<file path="src/rtl/imm_ext_pkg.sv">
// Shared constants for the immediate extender.
//   FMT_*       : format-select encodings on B
//   DEF_*_W     : default output and field widths
package imm_ext_pkg;

    localparam logic [1:0] FMT_AOI = 2'b00;
    localparam logic [1:0] FMT_BR  = 2'b01;
    localparam logic [1:0] FMT_JMP = 2'b10;
    localparam logic [1:0] FMT_RSV = 2'b11;

    localparam int DEF_OUT_W = 16;
    localparam int DEF_AOI_W = 4;
    localparam int DEF_BR_W  = 8;
    localparam int DEF_JMP_W = 12;

endpackage

</file>
<file path="src/rtl/imm_extend.sv">
// Combinational sign/zero extender for one immediate field.
//   f   in  IN_W   field to extend
//   sz  in  1      1 = replicate f MSB, 0 = pad with zeros
//   ext out OUT_W  extended field
// IN_W must be strictly less than OUT_W.
module imm_extend #(
    parameter int IN_W  = 4,
    parameter int OUT_W = 16
) (
    input  logic [IN_W-1:0]  f,
    input  logic             sz,
    output logic [OUT_W-1:0] ext
);

    logic pad;

    assign pad = sz & f[IN_W-1];
    assign ext = {{(OUT_W-IN_W){pad}}, f};

endmodule

</file>
<file path="src/rtl/imm_ext_unit.sv">
// Immediate-field extender for the decode path. Selects one of three
// immediate fields by format code B, extends it to OUT_W bits and registers
// the result so execute sees it exactly one cycle later.
//   clk      in   1      clock, rising edge
//   rst      in   1      synchronous active-high reset
//   tb       in   AOI_W  AOI immediate          (B=00)
//   tc       in   BR_W   branch immediate       (B=01)
//   td       in   JMP_W  jump immediate         (B=10)
//   B        in   2      format select, 11 = reserved
//   sz       in   1      1 = sign-extend, 0 = zero-extend
//   out      out  OUT_W  registered extended immediate
//   illegal  out  1      registered reserved-format flag
module imm_ext_unit
    import imm_ext_pkg::*;
#(
    parameter int OUT_W = DEF_OUT_W,
    parameter int AOI_W = DEF_AOI_W,
    parameter int BR_W  = DEF_BR_W,
    parameter int JMP_W = DEF_JMP_W
) (
    input  logic             clk,
    input  logic             rst,
    input  logic [AOI_W-1:0] tb,
    input  logic [BR_W-1:0]  tc,
    input  logic [JMP_W-1:0] td,
    input  logic [1:0]       B,
    input  logic             sz,
    output logic [OUT_W-1:0] out,
    output logic             illegal
);

    logic [OUT_W-1:0] ext_aoi, ext_br, ext_jmp;
    logic [OUT_W-1:0] out_d, out_q;
    logic             illegal_d, illegal_q;

    imm_extend #(.IN_W(AOI_W), .OUT_W(OUT_W)) u_ext_aoi (.f(tb), .sz(sz), .ext(ext_aoi));
    imm_extend #(.IN_W(BR_W),  .OUT_W(OUT_W)) u_ext_br  (.f(tc), .sz(sz), .ext(ext_br));
    imm_extend #(.IN_W(JMP_W), .OUT_W(OUT_W)) u_ext_jmp (.f(td), .sz(sz), .ext(ext_jmp));

    // Anything that is not a legal format (including X/Z in simulation)
    // falls to the default arm and is flagged as reserved with a zero operand.
    always_comb begin
        out_d     = '0;
        illegal_d = 1'b0;
        case (B)
            FMT_AOI: out_d = ext_aoi;
            FMT_BR:  out_d = ext_br;
            FMT_JMP: out_d = ext_jmp;
            default: illegal_d = 1'b1;
        endcase
    end

    always_ff @(posedge clk) begin
        if (rst) begin
            out_q     <= '0;
            illegal_q <= 1'b0;
        end else begin
            out_q     <= out_d;
            illegal_q <= illegal_d;
        end
    end

    assign out     = out_q;
    assign illegal = illegal_q;

endmodule

</file>
<file path="config.mk">
export PLATFORM = sky130hd
export DESIGN_NAME = imm_ext_unit
export DESIGN_NICKNAME = d
export VERILOG_FILES = /design/src/rtl/imm_ext_pkg.sv /design/src/rtl/imm_extend.sv /design/src/rtl/imm_ext_unit.sv
export SDC_FILE = /design/constraint.sdc
export NUM_CORES = 1
export LEC_CHECK = 0
export ABC_CLOCK_PERIOD_IN_PS = 2100
export CAP_MARGIN = 25
export CORE_MARGIN = 2
export CORE_UTILIZATION = 37
export DETAILED_ROUTE_END_ITERATION = 10
export PLACE_DENSITY = 0.82
export RECOVER_POWER = 100
export REMOVE_ABC_BUFFERS = 1
export SYNTH_ARGS = -nofsm -noshare
export SYNTH_HDL_FRONTEND = slang
export SYNTH_SLANG_ARGS = --single-unit
export TNS_END_PERCENT = 30
</file>
<file path="constraint.sdc">
create_clock -name clk -period 2.1 [get_ports clk]
set_input_delay 0.63 -clock clk [delete_from_list [all_inputs] [get_ports clk]]
set_output_delay 0.63 -clock clk [all_outputs]
set_load 0.03 [all_outputs]
</file>
* Word level (Yosys, flattened, before mapping)
Index checks and enable logic that the tools add are counted.
Storage, ports and cells: output and inout bits 17, input port bits 29, logic and storage cells 11, register bits 17
Operators by class: multiplexer cells 2, equal/unequal tests 2, bitwise gates (word level) 3, reductions and logical operators 2
Operators with widths (count):
- $pmux 16 s3 | 1
- $and 1x1->1 | 3
- $reduce_or 3->1 | 1
- $eq 2x1->1 const B | 1
- $eq 2x2->1 const B | 1
- $logic_not 2->1 | 1
- $mux 1 | 1

* Logic depth before layout (Yosys ltp)
depth after elaboration 3, mapped depth 4, gate-level depth less buffers 3

* Hierarchy
From an unflattened synthesis, not the netlist that was laid out.
Unflattened totals: cell total of the unflattened synthesis 145, area, all modules 1415.1 µm²
By module, submodules not included:
- imm_ext_unit | cells each 94, area each 1036.0 µm², instances 1, seq. area each 340.3 µm²
- imm_extend | cells each 17, area each 126.4 µm², instances 3, seq. area each 0.0 µm²

* Worst setup path before layout
OpenSTA, ideal clock, no wires.
kind flip-flop to output port, from register, netlist name out[14], to output out[13], stages on the path, launching flop included 2, setup slack 0.731 ns, path buffers 1, data required time 1.470 ns, arrival 0.739 ns, cells stage by stage dfxtp_1 > buf_4
RTL lines:
- end, declared | RTL line imm_ext_unit.sv:28 | output logic [OUT_W-1:0] out,

==> impl_metrics.env <==
export IMPL_multi_input_area_um2=322.8
export IMPL_clkSinkCount=14
export IMPL_powerDensity_nw_per_um2=571.9
export IMPL_synthArstFlopShare_pct=0
export IMPL_rsz0062_at_grt="false"
export IMPL_slowest_delay_ns=0.70
export IMPL_io_buffers=45
export IMPL_status="complete, no violations"
export IMPL_finalPower_mw=0.6541
export IMPL_rows=15
export IMPL_clkTransAtPathRegs_ns=0.09
export IMPL_cp_start_kind="register"
export IMPL_postRouteAntennaNets=0
export IMPL_hold_end="out[8]"
export IMPL_maxCapViolations=0
export IMPL_slew_headroom_pct=77.60
export IMPL_synthFlopType="dfxtp_1"
export IMPL_num_nets_final=136
export IMPL_critical_path_class="reg2out"
export IMPL_fin_util_pct=66.23
export IMPL_die_w_um=46.66
export IMPL_core_region_area_um2=1727
export IMPL_path_buf_inv=1
export IMPL_hold_violations=0
export IMPL_worst_pin_slew_ns=0.3353
export IMPL_wl_um=1504
export IMPL_stdcell_count=131
export IMPL_grt_total_usage_pct=14.89
export IMPL_synth_seq_cells=14
export IMPL_path_max_fanout=4
export IMPL_clockBufferDepth=2
export IMPL_slew_violations=0
export IMPL_synth_distinct_cells=20
export IMPL_grt_pass1_vias=563
export IMPL_dpl_hpwl_um=1244
export IMPL_grt_pass1_wl_um=2270
export IMPL_cts_root_buffer="clkbuf_4"
export IMPL_drt_iter0_markers=8
export IMPL_syn_inst=61
export IMPL_hold_buffers=0
export IMPL_whs_path_depth=2
export IMPL_htree_levels=1
export IMPL_start_util_pct=38.99
export IMPL_seqCellArea_um2=280.3
export IMPL_leakagePower_nw=0.4956
export IMPL_final_common_cell="clkdlybuf4s50_1"
export IMPL_ctsResizeCount=0
export IMPL_finalCriticalPeriod_ns=1.976
export IMPL_required_ns=1.47
export IMPL_slowest_stage="clkdlybuf4s50_1"
export IMPL_cp_arrival_ns=1.35
export IMPL_viasPerCell=4.634
export IMPL_grt_ovfl_total=0
export IMPL_antenna_cells=0
export IMPL_cts_buffers=3
export IMPL_dieArea_um2=2177
export IMPL_tns_ns=0
export IMPL_antenna_found_initial=0
export IMPL_io_pins=46
export IMPL_synth_avg_cell_area_um2=11.04
export IMPL_wl_per_cell_um=11.48
export IMPL_fmax_ghz=0.5061
export IMPL_hp_class="in2reg"
export IMPL_nFillCells=149
export IMPL_crit_family="buffers and inverters"
export IMPL_placedCellCount=127
export IMPL_finalWeightedCongestion=0.6303
export IMPL_dpl_instance_area_um2=1112
export IMPL_firstDrtPassIters=3
export IMPL_drive_gt1_share_pct=13.21
export IMPL_cts_tree="done"
export IMPL_final_cell_mix="clkdlybuf4s50_1, dfxtp_1, dlygate4sd3_1"
export IMPL_worstSetupEndpointType="output port"
export IMPL_dr_total_vias=607
export IMPL_drc_errors=0
export IMPL_synth_area_um2=673.1
export IMPL_ir_drop_mv=0.3955
export IMPL_ys_warn_count=0
export IMPL_fin_crit_sh_pct=94.09
export IMPL_grt_max_degree=13
export IMPL_path_cells="clkdlybuf4s50_1"
export IMPL_worstHoldStart="td[8]"
export IMPL_die_y_um=46.66
export IMPL_synth_edf_count=0
export IMPL_design_area_um2=1144
export IMPL_setup_viol=0
export IMPL_synth_seq_area_share_pct=41.64
export IMPL_syn2layout_area_growth_pct=69.89
export IMPL_postCtsSetupRepairBufs=0
cell type report:
class / count / area share [%]
sequential: 14 / 24.51
clock buffer: 4 / 3.173
timing repair buffer: 48 / 41.36
tap: 25 / 2.735
multi-input combinational: 40 / 28.23
layer usage:
metal | track usage [%] | share of wire, % | vias up
met3 | 1.961 | 6.1 | 2
met4 | 8.333 | 1.2 | 0
li1 | - | - | 313
met2 | 28.33 | 57 | 26
met5 | 0 | 0 | -
met1 | 15.26 | 36 | 266
synthesized netlist by cell type, types with 2 or more instances:
cell       n  area, um^2
nand2b_4   5       68.82
nor2b_1    5       31.28
a211oi_1  10       75.07
buf_4      3       22.52
a22oi_1    3       22.52
buf_6      2       22.52
nand2b_1   2       12.51
a21o_1     4       30.03
dfxtp_1   14       280.3
o21ai_1    3       15.01
where the power goes:
part           leakage [nW]  internal, mW  switching, mW
Combinational         0.359        0.0969         0.0800
Sequential            0.115         0.281        0.00350
Clock                0.0210         0.105         0.0875
cell families (layout without fill, tap and decap cells):
logic type | Yosys count | in the layout | synth area share (%)
AND/OR/NAND/NOR | 18 | 18 | 24.35
AO/OA/AOI/OAI | 22 | 22 | 24.35
buffers and inverters | 7 | 52 | 9.664
flip-flops | 14 | 14 | 41.64
registers in the layout, indices dropped and copies added (netlist names):
| signal | flops |
|---|---|
| out | 13 |
| illegal | 1 |
per-stage QoR:
step	worst slack (ns)	hold slack [ns]
finish	0.1241	0.9250
CTS	0.09861	0.9207
detailed placement	0.1162	1.215
floorplan	0.4322	0.7028
global placement	0.1750	1.210
global route	0.07222	0.9431
worst max path at each step:
stage	cells after the start	end	from
after detailed placement	5	out[2]	B[0]
after global routing	1	out[12]	out[14]
after global placement	4	out[10]	B[0]
final	1	out[12]	out[14]
after floorplan	0	out[12]	out[14]
after CTS	1	out[12]	out[14]
Note: power is estimated with default switching activity, not from simulation.
